<file path="config.mk">
export PLATFORM = sky130hd
export DESIGN_NAME = pipe_fifo
export DESIGN_NICKNAME = d
export VERILOG_FILES = /design/src/rtl/pipe_fifo.sv
export SDC_FILE = /design/constraint.sdc
export NUM_CORES = 1
export LEC_CHECK = 0
export CAP_MARGIN = 10
export CORE_UTILIZATION = 65
export DETAILED_ROUTE_END_ITERATION = 8
export DONT_BUFFER_PORTS = 1
export PLACE_DENSITY = 0.8
export REMOVE_ABC_BUFFERS = 1
export SLEW_MARGIN = 20
export SYNTH_ARGS = -nofsm -noshare
export SYNTH_HDL_FRONTEND = slang
export SYNTH_SLANG_ARGS = --single-unit
</file>
<file path="constraint.sdc">
create_clock -name clk -period 5.05 [get_ports clk]
set_clock_uncertainty 0.1 [all_clocks]
set_input_delay 0.7575 -clock clk [delete_from_list [all_inputs] [get_ports clk]]
set_output_delay 0.7575 -clock clk [all_outputs]
set_load 0.005 [all_outputs]
</file>
<file path="src/rtl/pipe_fifo.sv">
// pipe_fifo: DEPTH-entry circular-buffer FIFO between two valid/ready
// interfaces, with occupancy, almost-full, synchronous flush and a
// high-water-mark register. All outputs come from registered state
// (o_rdy additionally masks the synchronous flush input).
module pipe_fifo #(
    parameter int WIDTH        = 8,
    parameter int DEPTH        = 4,
    parameter int AFULL_THRESH = DEPTH - 1
) (
    input  logic                       clk,
    input  logic                       i_reset_n,
    input  logic                       i_flush,
    input  logic [WIDTH-1:0]           i_data,
    input  logic                       i_vld,
    output logic                       o_rdy,
    output logic [WIDTH-1:0]           o_data,
    output logic                       o_vld,
    input  logic                       i_rdy,
    output logic [$clog2(DEPTH+1)-1:0] o_count,
    output logic                       o_afull,
    output logic [$clog2(DEPTH+1)-1:0] o_hwm
);

    localparam int PW = (DEPTH > 1) ? $clog2(DEPTH) : 1;
    localparam int CW = $clog2(DEPTH + 1);

    // Reject illegal configurations at elaboration time.
    generate
        if ((DEPTH < 2) || ((DEPTH & (DEPTH - 1)) != 0)) begin : g_bad_depth
            $fatal(1, "pipe_fifo: DEPTH must be a power of two and >= 2");
        end
        if ((AFULL_THRESH < 1) || (AFULL_THRESH > DEPTH)) begin : g_bad_thresh
            $fatal(1, "pipe_fifo: AFULL_THRESH must be in 1..DEPTH");
        end
    endgenerate

    logic [WIDTH-1:0] mem [DEPTH];
    logic [PW-1:0]    rd_ptr;
    logic [PW-1:0]    wr_ptr;
    logic [CW-1:0]    count;
    logic [CW-1:0]    hwm;

    logic [PW-1:0]    rd_ptr_next;
    logic [PW-1:0]    wr_ptr_next;
    logic [CW-1:0]    count_next;
    logic [CW-1:0]    hwm_next;
    logic             wr;
    logic             rd;

    assign o_vld   = (count != '0);
    assign o_rdy   = (count != CW'(DEPTH)) && !i_flush;
    assign o_data  = mem[rd_ptr];
    assign o_count = count;
    assign o_afull = (count >= CW'(AFULL_THRESH));
    assign o_hwm   = hwm;

    assign wr = i_vld && o_rdy;
    assign rd = o_vld && i_rdy;

    // Next pointer/count/high-water values; flush overrides everything.
    always_comb begin
        rd_ptr_next = rd_ptr;
        wr_ptr_next = wr_ptr;
        count_next  = count;
        if (i_flush) begin
            rd_ptr_next = '0;
            wr_ptr_next = '0;
            count_next  = '0;
        end else begin
            if (wr) begin
                wr_ptr_next = wr_ptr + PW'(1);
            end
            if (rd) begin
                rd_ptr_next = rd_ptr + PW'(1);
            end
            if (wr && !rd) begin
                count_next = count + CW'(1);
            end else if (rd && !wr) begin
                count_next = count - CW'(1);
            end
        end
        hwm_next = (count_next > hwm) ? count_next : hwm;
    end

    // Control state register with asynchronous reset.
    always_ff @(posedge clk or negedge i_reset_n) begin
        if (!i_reset_n) begin
            rd_ptr <= '0;
            wr_ptr <= '0;
            count  <= '0;
            hwm    <= '0;
        end else begin
            rd_ptr <= rd_ptr_next;
            wr_ptr <= wr_ptr_next;
            count  <= count_next;
            hwm    <= hwm_next;
        end
    end

    // Storage write; contents are deliberately not reset.
    always_ff @(posedge clk) begin
        if (wr) begin
            mem[wr_ptr] <= i_data;
        end
    end

endmodule
</file>
After elaboration in Yosys (flattened, before gate mapping) --
Memories as Yosys holds them, arrays and structs flattened. Cells that the tools add are included.
Operators by class: reductions and logical operators 11, $add $sub $neg 4, equality and inequality tests 1, muxes and demuxes 9, order comparisons 2
Operator list (count):
- 3-bit 2-to-1 mux | 3
- 2-bit 2-to-1 mux | 4
- 1-bit logical AND | 5
- 2-bit by 1-bit adder with 2-bit output, second input constant | 2
- 2-bit nonzero test | 2
- 3-bit by 1-bit adder with 3-bit output, second input constant | 1
- 3-bit by 2-bit greater-or-equal comparator with 1-bit output, second input constant | 1
- 3-bit > comparator | 1
- 1-bit zero test | 3
- 3-bit inequality test, second input constant | 1
- 3-bit nonzero test | 1
- 3-bit by 1-bit subtractor with 3-bit output, second input constant | 1
- 1-bit 2-to-1 mux | 2
Word-level totals: output and inout port bits 17, logic and storage cells 32, memory bits (writable) 32, flip-flop bits (word level) 10, memories 1, input port bits 13
Memories:
- mem | depth 4, width 8, read ports 1, clocked after memory_dff 0, wr ports 1, line 37 | logic [WIDTH-1:0] mem [DEPTH];

Logic depth before layout (Yosys ltp) --
Gate-level depths: netlist (run 1).
word-level depth 9, mapped depth 12

Least setup slack after synthesis (run 1) --
No wires, ideal clock.
path type in2reg, from input i_rdy, to register hwm[2] (netlist: o_hwm[2]), setup slack 2234 ps, data arrival time 2592 ps, stages on the path 8, buffers on the path 1, library setup time 125 ps, cell sequence buf_6 > nand2b_1 > mux4_2 > o211a_1 > ha_1 > nand3b_1 > a32oi_1 > mux2_2
On the way: cells in the longest elaborated chain, start to end 6
RTL lines:
- start, declared | line 18 | input logic i_rdy,
- 1-bit logical AND * | line 58 | assign rd = o_vld && i_rdy;
- 1-bit logical AND / 1-bit zero test (equally long branches) | line 78, 76
- 3-bit 2-to-1 mux / 1-bit logical AND (equally long branches) | line 78, 76
- 3-bit 2-to-1 mux * | line 76 | if (wr && !rd) begin
- 3-bit 2-to-1 mux * | line 65 | if (i_flush) begin
- net count_next[1] | line 45 | logic [CW-1:0] count_next;
- 3-bit > comparator * | line 82 | hwm_next = (count_next > hwm) ? count_next : hwm;
- end signal, assigned | line 96 | hwm <= hwm_next;
- end, declared | line 41 | logic [CW-1:0] hwm;
The timed path passes the listed nets; every way through them passes the cells marked *. A chain may end at the register's enable or synchronous reset.

Worst setup path after layout (run 1) --
from register count[0] (netlist: o_count[0]), to register hwm[2] (netlist: o_hwm[2])
On the way: cells in the longest elaborated chain, start to end 9
RTL lines:
- start, declared | line 40 | logic [CW-1:0] count;
- start signal, assigned | line 95 | count <= count_next;
- 3-bit inequality test | line 51 | assign o_rdy = (count != CW'(DEPTH)) && !i_flush;
- 1-bit logical AND | line 51
- 1-bit logical AND | line 57 | assign wr = i_vld && o_rdy;
- 1-bit zero test | line 78 | end else if (rd && !wr) begin
- 1-bit logical AND | line 78
- 3-bit 2-to-1 mux | line 78
- 3-bit 2-to-1 mux * | line 76
- 3-bit 2-to-1 mux * | line 65
- 3-bit > comparator | line 82
Every way passes the cells marked *; elsewhere a longest branch is shown, timed or not.

==> flow_metrics.env, run 1 <==
export IMPL_cp_max_fo=10
export IMPL_fp_dieW_um=56.9
export IMPL_min_from="i_flush"
export IMPL_slowest_stage="dfrtp_1"
export IMPL_rows=19
export IMPL_avgSynthCellArea_um2=15.6
export IMPL_max_freq_mhz=317
export IMPL_track_usage_pct=21.1
export IMPL_hold_path_class="in2reg"
export IMPL_grt_max_degree=14
export IMPL_dp_cells=151
export IMPL_crit_type="reg2reg"
export IMPL_cts_buffer_depth=2
export IMPL_portBuffers=0
export IMPL_antenna_left=0
export IMPL_core_area_um2=2810
export IMPL_arrival_ns=3.30
export IMPL_cts_setup_buffers=0
export IMPL_num_nets_final=152
export IMPL_hold_buffers=1
export IMPL_cts_resized=0
export IMPL_fp_dieH_um=56.9
export IMPL_start_util_pct=69.9
export IMPL_clock_sinks=42
export IMPL_crit_buf_inv=1
export IMPL_synth_most_common_cell="edfxtp_1"
export IMPL_slew_viol_final=0
export IMPL_synth_edf_count=32
export IMPL_synth_seq_cells=42
export IMPL_diodes=0
export IMPL_cts_root_buffer="clkbuf_4"
export IMPL_tns_ns=0
export IMPL_h_tree_depth=2
export IMPL_crit_required_ns=5.19
export IMPL_synth_seq_area_share_pct=61.7
export IMPL_die_area_um2=3240
export IMPL_relSlewSlack_pct=61.3
export IMPL_insertion_delay_ns=0.34
export IMPL_rsz0062_at_grt="no"
export IMPL_synth_top_area_share_pct=49.0
export IMPL_fin_crit_ns=3.16
export IMPL_utilization_pct=72.3
export IMPL_synthArstFlopShare_pct=23.8
export IMPL_ff2ff_path_depth=10
export IMPL_dr_pass1_iters=6
export IMPL_vias_per_cell=6.34
export IMPL_violations="design-rule violations"
export IMPL_yosys_top_cells_count="edfxtp_1, ha_1, dfrtp_1"
export IMPL_grt_pass1_wl_um=4940
export IMPL_path_delay_family="simple AND/OR/NAND/NOR gates"
export IMPL_num_vias=1015
export IMPL_synth_ff_type="edfxtp_1"
export IMPL_dp_hpwl_um=2180
export IMPL_reg2reg_from="o_count[0]"
export IMPL_crit_chain="inv_1 > ha_1 > and3b_2 > a311oi_2 > xnor2_1 > or2_1 > ha_1 > nand3b_1 > a32oi_1 > mux2_2"
export IMPL_power_leakage_nw=0.761
export IMPL_antenna_found_initial=0
export IMPL_route_detailed_drc=4
export IMPL_clk_pin_slew_ns=0.12
export IMPL_ir_worst_vdd_uv=315
export IMPL_ys_warn_count=0
export IMPL_areaGrowthSynthToFinish_pct=3.38
export IMPL_cts_tree="done"
export IMPL_place_congestion=0.696
export IMPL_start_kind="flop"
export IMPL_status="finished with violations"
export IMPL_whs_path_depth=1
export IMPL_cap_violations=0
export IMPL_finalHoldViolCount=0
export IMPL_power_density_nw_per_um2=462
export IMPL_drive_gt1_share_pct=17.8
export IMPL_cts_buffers_inserted=5
export IMPL_routed_wl_um=3080
export IMPL_syn_inst=126
export IMPL_setup_violations=0
export IMPL_critPathMaxStageDelay_ns=0.45
export IMPL_yosys_area_top_type="edfxtp_1"
export IMPL_fin_cells=160
export IMPL_mappedNetlistArea_um2=1960
export IMPL_detail_route_wl_per_cell_um=19.2
export IMPL_crit_path_frequent_cell="ha_1"
export IMPL_grt_overflow=0
export IMPL_endpoint_kind="flop"
export IMPL_period_share_pct=62.6
export IMPL_pin_count=30
export IMPL_reg2reg_to="o_hwm[2]"
export IMPL_worstMarginPinSlew_ns=0.580
export IMPL_drtIter0Drc=36
export IMPL_min_to="rd_ptr[1]"
export IMPL_grt_pass1_vias=1045
export IMPL_ys_types=36
export IMPL_synthTopCellsByArea="edfxtp_1, dfrtp_1, mux4_2"
export IMPL_r2r_slack_ns=1.89
==> worst max path at each step <==
| stage | cells past startpoint | slack [ns] | to | from |
|---|---|---|---|---|
| floorplan | 10 | 2.24 | o_hwm[2] | o_count[0] |
| global placement | 10 | 2.12 | o_hwm[2] | o_count[0] |
| detailed placement | 10 | 1.94 | o_hwm[2] | o_count[0] |
| CTS | 10 | 1.91 | o_hwm[2] | o_count[0] |
| global route | 10 | 1.72 | o_hwm[2] | o_count[0] |
| finish | 10 | 1.89 | o_hwm[2] | o_count[0] |
==> metal layers <==
metal | share of wire (%) | track usage (%)
met5 | 0 | 0
met4 | 0.65 | 6.27
met3 | 6.1 | 7.71
met2 | 53 | 37.3
met1 | 41 | 24.0
==> placed cells by master (no fill, tap or decap), types with 2 or more instances in the layout <==
cell      count
and3_1        4
inv_1         9
o31ai_1       2
xor2_1        2
dfrtp_1      10
ha_1         11
nand2b_1      4
edfxtp_1     32
xnor2_1       2
nand2_1       6
clkbuf_4      5
a21oi_1       4
nor2_1        6
mux4_2        9
==> area by class of cell <==
cell class                      count  area, um2
Sequential cell                    42       1210
Fill cell                         191        777
Multi-Input combinational cell     69        671
Clock buffer                        6       51.3
Tap cell                           31       38.8
Inverter                            9       33.8
Clock inverter                      2       12.5
Timing Repair Buffer                1       10.0
==> flip-flops by register name, summed over array words and instances (netlist names) <==
signal,count
mem,32
o_count,3
o_hwm,3
rd_ptr,2
wr_ptr,2
==> logic make-up (layout without fill, tap and decap cells) <==
group                      Yosys count  count (layout)  synth area share, %
DFF                                 42              42                 61.7
and+or+nand+nor                     30              30                 8.61
buffers and inverters               15              18                 4.08
AOI/OAI and AO/OA                   13              13                 5.10
adders and majority gates           11              11                 7.02
muxes                               11              11                 11.7
xor gates and xnor gates             4               4                 1.79
==> where the power goes <==
part,internal (W),total [W],switching [W]
Sequential,0.000412,0.000465,0.0000531
Clock,0.0000671,0.000172,0.000105
Combinational,0.000151,0.000299,0.000147
Total,0.000631,0.000936,0.000306
==> through the flow <==
stage	total power [W]	cell area, um2	hold WS [ns]	setup slack, ns
6_report	0.000936	2030	0.362	1.89
5_1_grt	0.000993	2030	0.334	1.72
4_1_cts	0.000943	2030	0.344	1.91
3_5_place_dp	0.000772	1950	0.362	1.94
3_3_place_gp	0.000749	1950	0.362	2.12
2_1_floorplan	0.000707	1920	0.362	2.24
No activity file was read; power rests on OpenSTA's default activity.
==> run 2, diff against run 1 <==
CORE_UTILIZATION = 62   (was 65)
PLACE_DENSITY = 0.77   (was 0.8)
clock period = 3.25 ns   (was 5.05 ns; I/O delays follow)
==> run 2 against run 1 <==
Effect of this change:
- the run now ends clean
- fmax increased by 7.1%
- utilization decreased by 4.1 points
- clock power increased by 86%
- final cell count increased by 8.1%
- final area increased by 1.9%
- total power increased by 63%
- via count increased by 1.3%
- critical path depth unchanged
- register-to-register slack got worse by 1.6 ns
- sequential power increased by 56%
- setup slack got worse by 1.6 ns
==> flow_metrics.env, run 2 (same netlist as run 1, synthesis figures left out) <==
export IMPL_status="finished clean"
export IMPL_cts_buffers_inserted=5
export IMPL_p_sw_share_pct=31.1
export IMPL_route_detailed_drc=0
export IMPL_dp_hpwl_um=2240
export IMPL_core_area_um2=3030
export IMPL_areaGrowthSynthToFinish_pct=5.29
export IMPL_detail_route_wl_per_cell_um=18.7
export IMPL_drtIter0Drc=36
export IMPL_pin_count=30
export IMPL_relSlewSlack_pct=60.4
export IMPL_p_sw_w=0.000476
export IMPL_dp_cells=164
export IMPL_arrival_ns=3.09
export IMPL_cts_buffer_depth=2
export IMPL_diodes=0
export IMPL_dr_pass1_iters=4
export IMPL_start_util_pct=64.8
export IMPL_fin_cells=173
export IMPL_regMostFlops="mem"
export IMPL_antenna_found_initial=0
export IMPL_power_leakage_nw=0.766
export IMPL_drive_gt1_share_pct=17.8
export IMPL_power_density_nw_per_um2=741
export IMPL_utilization_pct=68.2
export IMPL_power_frac_comb_pct=31.8
export IMPL_track_usage_pct=22.2
export IMPL_cts_root_buffer="clkbuf_4"
export IMPL_h_tree_depth=2
export IMPL_fin_ws_ns=0.299
export IMPL_insertion_delay_ns=0.34
export IMPL_cap_violations=0
export IMPL_hold_path_class="in2reg"
export IMPL_routed_wl_um=3230
export IMPL_met1_usage_pct=23.7
export IMPL_finalHoldViolCount=0
export IMPL_setup_violations=0
export IMPL_rsz0062_at_grt="no"
export IMPL_p_int_w=0.00105
export IMPL_p_seq_share_pct=47.3
export IMPL_antenna_left=0
export IMPL_grt_pass1_wl_um=5250
export IMPL_largest_register_ffs=32
export IMPL_clock_sinks=42
export IMPL_die_area_um2=3390
export IMPL_grt_max_degree=13
export IMPL_endpoint_kind="flop"
export IMPL_global_route_usage_met2_pct=38.4
export IMPL_place_congestion=0.738
export IMPL_clk_pin_slew_ns=0.11
export IMPL_max_freq_mhz=339
export IMPL_vias_per_cell=5.94
export IMPL_n_fill_cell=207
export IMPL_grt_use_met3_pct=8.93
export IMPL_grt_overflow=0
export IMPL_layout_common_cells="edfxtp_1, ha_1, dfrtp_1"
export IMPL_tns_ns=0
export IMPL_grt_busiest_layer="met2"
export IMPL_portBuffers=0
export IMPL_fp_dieH_um=58.3
export IMPL_power_w=0.00153
export IMPL_cp_max_fo=10
export IMPL_grt_pass1_vias=1137
export IMPL_rows=20
export IMPL_ir_worst_vdd_uv=465
export IMPL_slew_viol_final=0
export IMPL_num_nets_final=152
export IMPL_dpl_worst_slack_ns=0.146
export IMPL_cts_tree="done"
export IMPL_fin_crit_ns=2.95
export IMPL_crit_type="reg2reg"
export IMPL_num_vias=1028
export IMPL_start_kind="flop"
export IMPL_worstMarginPinSlew_ns=0.594
export IMPL_cts_setup_buffers=0
export IMPL_period_share_pct=90.8
export IMPL_p_clk_share_pct=20.9
export IMPL_layout_commonest_cell="edfxtp_1"
export IMPL_crit_required_ns=3.39
export IMPL_fp_dieW_um=58.3
run 2: stage by stage:
stage | instance area [um2] | hold WS (ns)
3_5_place_dp | 1970 | 0.0922
5_1_grt | 2070 | 0.0604
6_report | 2070 | 0.0968
2_1_floorplan | 1920 | 0.0919
4_1_cts | 2060 | 0.0798
3_3_place_gp | 1970 | 0.0922
run 2: repair_timing:
item                                   CTS  global route
endpoints found under the hold margin   10             0
hold buffers                             1             0
resized for setup                        0             2
setup endpoints to repair                0             3
run 2: worst paths after layout:
check / slack, ns / endpoint / depth (start not counted) / from
min reg2reg: 0.49 / o_hwm[2] / 1 / o_hwm[2]
min in group asynchronous: 0.43 / o_count[2] / 1 / i_reset_n
max in group asynchronous: 2.28 / wr_ptr[1] / 1 / i_reset_n
min: 0.1 / rd_ptr[0] / 1 / i_flush
max reg2reg: 0.30 / o_hwm[2] / 10 / o_count[0]
max: 0.30 / o_hwm[2] / 10 / o_count[0]
run 2: power by group through the flow:
stage	Sequential [W]	Combinational, W	Clock (W)
floorplan	0.000714	0.000384	0
global placement	0.000732	0.000434	0
detailed placement	0.000738	0.000461	0
CTS	0.000726	0.000468	0.000329
global route	0.000739	0.000537	0.000351
finish	0.000724	0.000487	0.000320
run 2: routing by layer:
layer / vias to the layer above / routed length [um]
met5: - / 0
li1: 475 / -
met3: 5 / 189
met2: 31 / 1730
met4: 0 / 50
met1: 517 / 1260
run 2: final cells by class:
type | count | area [um2] | share of cell area [%]
Inverter | 9 | 33.8 | 1.64
Clock inverter | 1 | 30.0 | 1.45
Multi-Input combinational cell | 69 | 681 | 32.9
Clock buffer | 7 | 45.0 | 2.18
Timing Repair Buffer | 1 | 10.0 | 0.485
Sequential cell | 42 | 1210 | 58.6
Tap cell | 44 | 55.1 | 2.67
run 2: critical path, cell delays in order (launching register included):
cell and delay, ns:
dfrtp_1 0.45, inv_1 0.13, ha_2 0.31, and3b_2 0.24
a311oi_2 0.27, xnor2_1 0.15, or2_1 0.23, ha_1 0.18
nand3b_1 0.17, a32oi_2 0.25, mux2_2 0.37
